### src/rtl/wb_stage_reg.sv
// MEM/WB pipeline register feeding the 4:1 write-back mux.
// Captures ALU result, aligned/extended load data, LI and LUI values, the
// write-back select and destination register, and counts retired writes.
// Optional feature macro: MISALIGN_TRAP_EN adds the misalign_err output and
// suppresses the register write for misaligned half/word loads.
module wb_stage_reg #(
  parameter int DATA_WIDTH = 32,
  parameter int REG_ADDR_W = 5,
  parameter int IMM_W      = 16
) (
  input  logic                  clk,
  input  logic                  rst_n,
  input  logic                  in_valid,
  input  logic                  stall,
  input  logic                  flush,
  input  logic [DATA_WIDTH-1:0] alu_res,
  input  logic [DATA_WIDTH-1:0] mem_rdata,
  input  logic [IMM_W-1:0]      imm,
  input  logic [1:0]            addr_lo,
  input  logic [1:0]            ld_size,
  input  logic                  ld_unsigned,
  input  logic [1:0]            wb_sel,
  input  logic [REG_ADDR_W-1:0] rd_addr,
  input  logic                  reg_we,
  output logic [DATA_WIDTH-1:0] mux_in0,
  output logic [DATA_WIDTH-1:0] mux_in1,
  output logic [DATA_WIDTH-1:0] mux_in2,
  output logic [DATA_WIDTH-1:0] mux_in3,
  output logic [1:0]            mux_sel,
  output logic [REG_ADDR_W-1:0] wb_rd,
  output logic                  wb_we,
  output logic                  out_valid,
`ifdef MISALIGN_TRAP_EN
  output logic                  misalign_err,
`endif
  output logic [31:0]           retire_cnt
);

  logic [DATA_WIDTH-1:0] aluRes_q, loadData_q, liVal_q, luiVal_q;
  logic [DATA_WIDTH-1:0] loadData_d, liVal_d, luiVal_d;
  logic [1:0]            muxSel_q;
  logic [REG_ADDR_W-1:0] wbRd_q;
  logic                  wbWe_q, wbWe_d;
  logic                  outValid_q;
  logic [31:0]           retireCnt_q;
  logic [7:0]            byteLane;
  logic [15:0]           halfLane;
  logic                  misalign_d;
`ifdef MISALIGN_TRAP_EN
  logic                  misalign_q;
`endif

  // Select the addressed byte/half lane of the read word and extend it to full width.
  always_comb begin
    byteLane   = mem_rdata[7:0];
    halfLane   = addr_lo[1] ? mem_rdata[31:16] : mem_rdata[15:0];
    loadData_d = mem_rdata;
    case (addr_lo)
      2'd0:    byteLane = mem_rdata[7:0];
      2'd1:    byteLane = mem_rdata[15:8];
      2'd2:    byteLane = mem_rdata[23:16];
      default: byteLane = mem_rdata[31:24];
    endcase
    case (ld_size)
      2'b10:   loadData_d = ld_unsigned ? {{(DATA_WIDTH-8){1'b0}}, byteLane}
                                        : {{(DATA_WIDTH-8){byteLane[7]}}, byteLane};
      2'b01:   loadData_d = ld_unsigned ? {{(DATA_WIDTH-16){1'b0}}, halfLane}
                                        : {{(DATA_WIDTH-16){halfLane[15]}}, halfLane};
      default: loadData_d = mem_rdata;
    endcase
  end

  // Form immediate values, detect misaligned loads and decide the register write enable.
  always_comb begin
    liVal_d    = {{(DATA_WIDTH-IMM_W){imm[IMM_W-1]}}, imm};
    luiVal_d   = {imm, {IMM_W{1'b0}}};
    misalign_d = in_valid && (wb_sel == 2'b01) &&
                 (((ld_size == 2'b01) && addr_lo[0]) ||
                  (((ld_size == 2'b00) || (ld_size == 2'b11)) && (addr_lo != 2'b00)));
`ifdef MISALIGN_TRAP_EN
    wbWe_d     = in_valid && reg_we && (rd_addr != '0) && !misalign_d;
`else
    wbWe_d     = in_valid && reg_we && (rd_addr != '0) && !(misalign_d && 1'b0);
`endif
  end

  // Pipeline register: flush kills the instruction, stall freezes everything, otherwise load.
  always_ff @(posedge clk or negedge rst_n) begin
    if (!rst_n) begin
      aluRes_q    <= '0;
      loadData_q  <= '0;
      liVal_q     <= '0;
      luiVal_q    <= '0;
      muxSel_q    <= '0;
      wbRd_q      <= '0;
      wbWe_q      <= 1'b0;
      outValid_q  <= 1'b0;
      retireCnt_q <= '0;
`ifdef MISALIGN_TRAP_EN
      misalign_q  <= 1'b0;
`endif
    end else if (flush) begin
      wbWe_q      <= 1'b0;
      outValid_q  <= 1'b0;
`ifdef MISALIGN_TRAP_EN
      misalign_q  <= 1'b0;
`endif
    end else if (!stall) begin
      aluRes_q    <= alu_res;
      loadData_q  <= loadData_d;
      liVal_q     <= liVal_d;
      luiVal_q    <= luiVal_d;
      muxSel_q    <= wb_sel;
      wbRd_q      <= rd_addr;
      wbWe_q      <= wbWe_d;
      outValid_q  <= in_valid;
      if (wbWe_q) retireCnt_q <= retireCnt_q + 32'd1;
`ifdef MISALIGN_TRAP_EN
      misalign_q  <= misalign_d;
`endif
    end
  end

  assign mux_in0    = aluRes_q;
  assign mux_in1    = loadData_q;
  assign mux_in2    = liVal_q;
  assign mux_in3    = luiVal_q;
  assign mux_sel    = muxSel_q;
  assign wb_rd      = wbRd_q;
  assign wb_we      = wbWe_q;
  assign out_valid  = outValid_q;
  assign retire_cnt = retireCnt_q;
`ifdef MISALIGN_TRAP_EN
  assign misalign_err = misalign_q;
`endif

endmodule

### config.mk
export PLATFORM = sky130hd
export DESIGN_NAME = wb_stage_reg
export DESIGN_NICKNAME = d
export VERILOG_FILES = /design/src/rtl/wb_stage_reg.sv
export SDC_FILE = /design/constraint.sdc
export NUM_CORES = 1
export LEC_CHECK = 0
export CAP_MARGIN = 25
export CORE_ASPECT_RATIO = 1.2
export CORE_MARGIN = 2
export CORE_UTILIZATION = 41
export CTS_CLUSTER_DIAMETER = 60
export DETAILED_ROUTE_END_ITERATION = 10
export GPL_TIMING_DRIVEN = 0
export PLACE_DENSITY = 0.9
export SETUP_SLACK_MARGIN = 0.2
export SYNTH_ARGS = -nofsm -noshare
export SYNTH_HDL_FRONTEND = slang
export SYNTH_SLANG_ARGS = --single-unit
### constraint.sdc
create_clock -name clk -period 1.9 [get_ports clk]
set_input_delay 0.19 -clock clk [delete_from_list [all_inputs] [get_ports clk]]
set_output_delay 0.19 -clock clk [all_outputs]
set_load 0.01 [all_outputs]
==> flow_summary.toml, run 1 <==
[final_layout]
area_growth_pct = 66.53
fin_area_um2 = 9433
ant_diodes = 0
proportion_of_layout_cells_with_a_drive_suffix_above_1_pct = 17.86
layout.nets = 1040
finalNonFillerCells = 1123

[sta]
period_minus_ws_final_ns = 1.799
slew-limit-headroom_pct = 61.60
fmax_ghz = 0.5559
rsz0062_at_grt = "true"
setup_viol_count_final = 0
hold_viol_final = 0
setup_slack_ns = 0.1011
setup_tns_ns = 0
slew_violations = 0
clock-skew-final_ns = 0.008380
least_margin_pin_slew_ns = 0.5761
finalCritPeriodShare_pct = 94.68

[cts]
cts-root-to-sink-buffers = 2
clk-insertion-delay-late_ns = 0.41
tritoncts = "yes"
cts_inserted_buffers = 17
cts-htree-levels = 4
clkSinkCount = 121
clock_slew_at_reported_path_ffs_ns = 0.06
cts-root-buf = "sky130_fd_sc_hd__clkbuf_16"

[global_route]
grt_max_degree = 65
grt_antenna_before_repair = 0
first_global_vias = 5594
gr-total-overflow = 0
grt_first_pass_wirelength_um = 28810
grt_usage_pct = 24.70

[synthesis]
number_of_synthesized_register_bits = 121
synth_edf_count = 0
netlist-cell-type-count = 41
synth_area_leader_cell = "sky130_fd_sc_hd__dfrtp_1"
syn_avg_cell_area_um2 = 9.136
yosys_warnings = 0
ys.flop_type = "sky130_fd_sc_hd__dfrtp_1"
seq_area_frac_synth_pct = 53.46
area_share_of_the_largest_cell_type_after_synthesis_pct = 53.46
synth.area.top_cells = "sky130_fd_sc_hd__dfrtp_1 53%, sky130_fd_sc_hd__nand2_1 14%, sky130_fd_sc_hd__buf_4 6.4%"
asyncSetResetFlopFracSynth_pct = 100.0
post_synth_inst_count = 620
post_synth_instance_area_um2 = 5664

[run_status]
run_status = "completed"

[min_path]
worst_hold_path_type = "in -> reg"

[pwr]
worst_ir_drop_vdd_mv = 0.5514
p_per_area_nw_per_um2 = 876.2
total_leakage_power_nw = 4.470

[place]
place_hpwl_um = 13060
gp_congestion = 0.9241
dp_cell_count = 1056
placed_cell_area_um2 = 8456
place_ws_ns = -0.7691
buffer_ports.inserted = 249

[drt]
wl_um = 18870
detail_route.first_pass.iterations = 5
route.antenna.remaining_nets = 0
route.detailed.drc = 0
wire_per_inst_um = 16.80
detailroute.via_count = 5558
drt-vias-per-instance = 4.949
drt_iter0_markers = 302

[floorplanning]
io_pins = 267
placement_rows = 47
fp.dieH_um = 132.8
design.die.area_um2 = 14780
die_w_um = 111.3
core_area_um2 = 13640
start_util_pct = 41.52

[worst_setup_path]
crit_path_required_time_ns = 2.21
timing.critical_path.fanout_max = 4
crit_path_end_kind = "flop"
criticalPathCategory = "reg -> reg"
critPathLaunchType = "flop"
critical_path_at_ns = 2.11

[job]
max_cap_viol_count = 0
==> flip-flops by register name (all words and copies together) (netlist names) <==
| signal | flops |
|---|---|
| out_valid | 1 |
| mux_in2 | 16 |
| retire_cnt | 32 |
| wb_rd | 5 |
| mux_in1 | 32 |
| wb_we | 1 |
| mux_in0 | 32 |
| mux_sel | 2 |
==> cell usage after synthesis, types with 3 or more instances <==
cell,instances
sky130_fd_sc_hd__xnor2_1,20
sky130_fd_sc_hd__nand4_1,4
sky130_fd_sc_hd__buf_4,48
sky130_fd_sc_hd__dfrtp_1,121
sky130_fd_sc_hd__ha_1,3
sky130_fd_sc_hd__nand2_1,213
sky130_fd_sc_hd__nor3_1,4
sky130_fd_sc_hd__mux2_2,8
sky130_fd_sc_hd__and2_1,3
sky130_fd_sc_hd__or3_1,8
sky130_fd_sc_hd__and3_1,7
sky130_fd_sc_hd__nand2b_1,9
sky130_fd_sc_hd__buf_2,7
sky130_fd_sc_hd__a2bb2oi_1,7
sky130_fd_sc_hd__nor2_1,33
sky130_fd_sc_hd__o21ai_0,24
sky130_fd_sc_hd__nand3_1,10
sky130_fd_sc_hd__a21oi_1,35
sky130_fd_sc_hd__xor2_1,11
sky130_fd_sc_hd__clkbuf_1,18
sky130_fd_sc_hd__inv_1,4
==> path summary, 6_finish.rpt <==
path                                            from                         end  slack [ns]  depth (start not counted)
setup / recovery           retire_cnt[3]$_DFFE_PN0P_  retire_cnt[27]$_DFFE_PN0P_        0.10                          5
hold / removal                                 flush       out_valid$_DFFE_PN0P_        0.30                          2
setup reg to reg           retire_cnt[3]$_DFFE_PN0P_  retire_cnt[27]$_DFFE_PN0P_        0.10                          5
hold reg to reg              mux_in0[30]$_DFFE_PN0P_     mux_in0[30]$_DFFE_PN0P_        0.47                          2
max in group asynchronous                      rst_n  retire_cnt[17]$_DFFE_PN0P_        0.83                          3
min in group asynchronous                      rst_n  retire_cnt[11]$_DFFE_PN0P_        0.34                          2
==> cell type report <==
class	count	area [um2]
Clock inverter	15	166.4
Clock buffer	17	425.4
Multi-Input combinational cell	435	2303
Tap cell	171	214.0
Timing Repair Buffer	286	2776
Sequential cell	121	3033
Buffer	74	499.2
Fill cell	1018	4210
Inverter	4	15.01
==> metrics by stage <==
stage                     hold slack, ns  total power [mW]  util (%)
after floorplan                  -0.1056             3.837         -
after global placement            0.4567             4.988     61.77
after detailed placement          0.1963             5.055     61.98
after CTS                         0.2860             8.296     68.24
after global routing              0.3095             8.617     69.14
final                             0.2975             8.265     69.14
==> routing by layer <==
layer / routed length [um] / vias up / global-route usage, %
li1: - / 2586 / -
met1: 6798 / 2652 / 26.90
met3: 1321 / 63 / 6.734
met2: 9917 / 257 / 44.34
met4: 830 / 0 / 11.87
met5: 0 / - / 0
==> timing repair <==
item | in CTS | in global routing
endpoints found under the setup margin | 126 | 52
setup buffers | 28 | 6
resized for setup | 47 | 24
hold buffers | 1 | 0
pin swaps | 4 | 5
cloned | 1 | 0
hold endpoints to repair | 57 | 0
==> kinds of logic (layout without fill, tap and decap cells) <==
logic type      count (synthesis)  after routing  share of synthesized area, %
buf+inv                        79            396                         8.571
other cells                     1             16                       0.06621
flops                         121            121                         53.46
simple gates                  305            305                         23.48
fa+ha+maj                       3              3                        0.6628
mux                            11             11                         2.342
compound gates                 69             69                         6.627
xor+xnor                       31             31                         4.793
==> cells in the final DEF, fill, tap and decap left out, drive strengths merged <==
master         Yosys  layout
and4               2       2
clkdlybuf4s50      0     228
nand4              5       5
nor2b              1       1
bufinv             0       2
dlygate4sd2        0      19
and2               3       3
clkbuf            18      31
nor2              34      34
buf               57      97
nand2b             9       9
nor3b              1       1
nor4               2       2
a2bb2oi            7       7
or2                1       1
clkinvlp           0       3
ha                 3       3
conb               1      16
dlygate4sd3        0       1
o22ai              1       1
xnor2             20      20
or4                2       2
xor2              11      11
clkinv             0       4
a21oi             35      35
mux2               8       8
nand2            213     213
mux2i              2       2
and3               7       7
mux4               1       1
nor3               5       5
or3                8       8
o21ai             25      25
o211ai             1       1
dfrtp            121     121
inv                4      10
nand3             12      12
dlymetal6s2s       0       1
==> power breakdown <==
group	total, mW	internal (mW)	switching, mW
logic	1.98	1.12	0.856
clock network	3.23	1.96	1.27
registers	3.06	2.86	0.194
total	8.27	5.94	2.32
==> worst max-delay path, cell delays in order, from the launching register on <==
cell,delay (ns)
sky130_fd_sc_hd__dfrtp_1,0.44
sky130_fd_sc_hd__and2_1,0.26
sky130_fd_sc_hd__nand4_2,0.12
sky130_fd_sc_hd__or4_4,0.60
sky130_fd_sc_hd__nor2_4,0.11
sky130_fd_sc_hd__xor2_1,0.18
Power figures use the tool's default switching activity.
==> run 2: changes to the inputs <==
--- a/config.mk
+++ b/config.mk
@@ -5,6 +5,7 @@
 export SDC_FILE = /design/constraint.sdc
 export NUM_CORES = 1
 export LEC_CHECK = 0
+export ABC_CLOCK_PERIOD_IN_PS = 1900
 export CAP_MARGIN = 25
 export CORE_ASPECT_RATIO = 1.2
 export CORE_MARGIN = 2
==> results of run 2 <==
Final layout, timing and power as in run 1 (identical DEF).
==> run 3: changes to the inputs <==
--- a/config.mk
+++ b/config.mk
@@ -7,10 +7,9 @@
 export LEC_CHECK = 0
 export ABC_CLOCK_PERIOD_IN_PS = 1900
 export CAP_MARGIN = 25
-export CORE_ASPECT_RATIO = 1.2
 export CORE_MARGIN = 2
 export CORE_UTILIZATION = 41
-export CTS_CLUSTER_DIAMETER = 60
+export CTS_CLUSTER_DIAMETER = 50
 export DETAILED_ROUTE_END_ITERATION = 10
 export GPL_TIMING_DRIVEN = 0
 export PLACE_DENSITY = 0.9
==> flow_summary.toml, run 3 (synthesis gave the netlist of run 1 again) <==
[run_status]
run_status = "completed"

[worst_setup_path]
crit_family = "simple AND/OR/NAND/NOR gates"
critical_path.n_buffers_inverters = 1
crit_path_required_time_ns = 2.20
timing.critical_path.fanout_max = 4
crit_path_end_kind = "flop"
critPathLaunchType = "flop"
cpPeakStageDelay_ns = 0.62
crit_chain = "nor3b_4 > nand4_2 > or4_4 > buf_4 > xnor2_1"
criticalPathCategory = "reg -> reg"
critical_path.slowest_cell = "sky130_fd_sc_hd__or4_4"
critical_path_at_ns = 2.13

[pwr]
switching_share_pct = 27.18
power.sequential.fraction_pct = 36.8
total_leakage_power_nw = 4.507
p_total_mw = 8.324
switching_power_mw = 2.262
p_clk_share_pct = 39.4
worst_ir_drop_vdd_mv = 0.5947
p_per_area_nw_per_um2 = 876.5
comb_power_share_pct = 23.8
power.internal_mw = 6.062

[drt]
drt-vias-per-instance = 4.950
detailroute.via_count = 5594
route.detailed.drc = 0
drt_iter0_markers = 326
wire_per_inst_um = 16.50
wl_um = 18640
route.antenna.remaining_nets = 0
detail_route.first_pass.iterations = 5

[final_layout]
multiInputGateArea_um2 = 2313
n_fill_cell = 969
finalNonFillerCells = 1130
layout.nets = 1042
regArea_um2 = 3037
area_growth_pct = 67.68
fin_util_pct = 71.16
commonest_non_fill_non_tap_cell_in_the_layout = "sky130_fd_sc_hd__clkdlybuf4s50_1"
proportion_of_layout_cells_with_a_drive_suffix_above_1_pct = 18.87
ant_diodes = 0
layout.cells.most_common_list = "228 x sky130_fd_sc_hd__clkdlybuf4s50_1, 212 x sky130_fd_sc_hd__nand2_1, 114 x sky130_fd_sc_hd__dfrtp_1"

[sta]
hold_viol_final = 0
finalCritPeriodShare_pct = 96.10
slew_violations = 0
period_minus_ws_final_ns = 1.826
slew-limit-headroom_pct = 60.02
rsz0062_at_grt = "true"
setup_viol_count_final = 0
clock-skew-final_ns = 0.007092
setup_tns_ns = 0
fmax_ghz = 0.5477
least_margin_pin_slew_ns = 0.5951

[cts]
cts_inserted_buffers = 17
cts-htree-levels = 4
clock_slew_at_reported_path_ffs_ns = 0.06
cts-root-to-sink-buffers = 2
cts-root-buf = "sky130_fd_sc_hd__clkbuf_16"
tritoncts = "yes"
clk-insertion-delay-late_ns = 0.42
clkSinkCount = 121

[place]
place_hpwl_um = 12660
buffer_ports.inserted = 249
dp_cell_count = 1061
gp_congestion = 0.8984

[global_route]
first_global_vias = 5591
grt_antenna_before_repair = 0
gr-total-overflow = 0
grt_usage_pct = 24.99
grt_first_pass_wirelength_um = 28660
grt_max_degree = 75

[floorplanning]
core_area_um2 = 13350
design.die.area_um2 = 14770
fp.dieH_um = 121.5
io_pins = 267
start_util_pct = 42.44
die_w_um = 121.5
placement_rows = 42

[min_path]
worst_hold_path_type = "in -> async"

[job]
max_cap_viol_count = 0
[run 3: worst paths after layout]
path	start	to	depth (start not counted)	slack, ns
worst max-delay path	wb_we$_DFFE_PN0P_	retire_cnt[23]$_DFFE_PN0P_	5	0.07
worst min-delay path	rst_n	retire_cnt[21]$_DFFE_PN0P_	2	0.28
worst max register to register	wb_we$_DFFE_PN0P_	retire_cnt[23]$_DFFE_PN0P_	5	0.07
worst min register to register	mux_in0[9]$_DFFE_PN0P_	mux_in0[9]$_DFFE_PN0P_	2	0.47
max in group asynchronous	rst_n	mux_in1[3]$_DFFE_PN0P_	3	0.87
min in group clk	imm[5]	mux_in2[5]$_DFFE_PN0P_	3	0.30
[run 3: what timing repair did]
action                                  4_1_cts  5_1_grt
endpoints found under the hold margin        47        0
gates resized for setup                      43       34
setup buffers                                28        8
pin swaps                                     7        4
endpoints found under the setup margin      125       78
hold buffers                                  1        0
cloned                                        0        1
[run 3: final cells by class]
type                       instances  area share, %
clock inverter                    14          1.831
multi-input combinational        435          24.36
tap                              176          2.319
clock buffer                      18          4.519
sequential                       121          31.97
inverter                           4         0.1581
buffer                            74          5.204
timing repair buffer             288          29.64
[run 3: power by group through the flow]
stage	Sequential [mW]	Clock, mW	Combinational [mW]
3_3_place_gp	3.10	0	1.88
3_5_place_dp	3.11	0	1.93
5_1_grt	3.10	3.47	2.13
2_1_floorplan	3.22	0	0.617
6_report	3.07	3.28	1.98
4_1_cts	3.06	3.33	1.95
[run 3: metrics by stage]
step           hold slack (ns)  area, um2  setup slack, ns
2_1_floorplan          -0.1056       5720           0.2103
3_3_place_gp            0.4559       8433           -4.108
3_5_place_dp            0.1528       8462          -0.7921
4_1_cts                 0.2797       9341           0.1853
5_1_grt                 0.2979       9498         0.004239
6_report                0.2811       9498          0.07410
[run 3: routing by layer]
metal / up-vias / GRT usage, % / wire length (um)
li1: 2590 / - / -
met1: 2675 / 28.51 / 7139
met2: 273 / 43.47 / 9357
met3: 56 / 7.444 / 1507
met4: 0 / 10.99 / 638
met5: - / 0 / 0
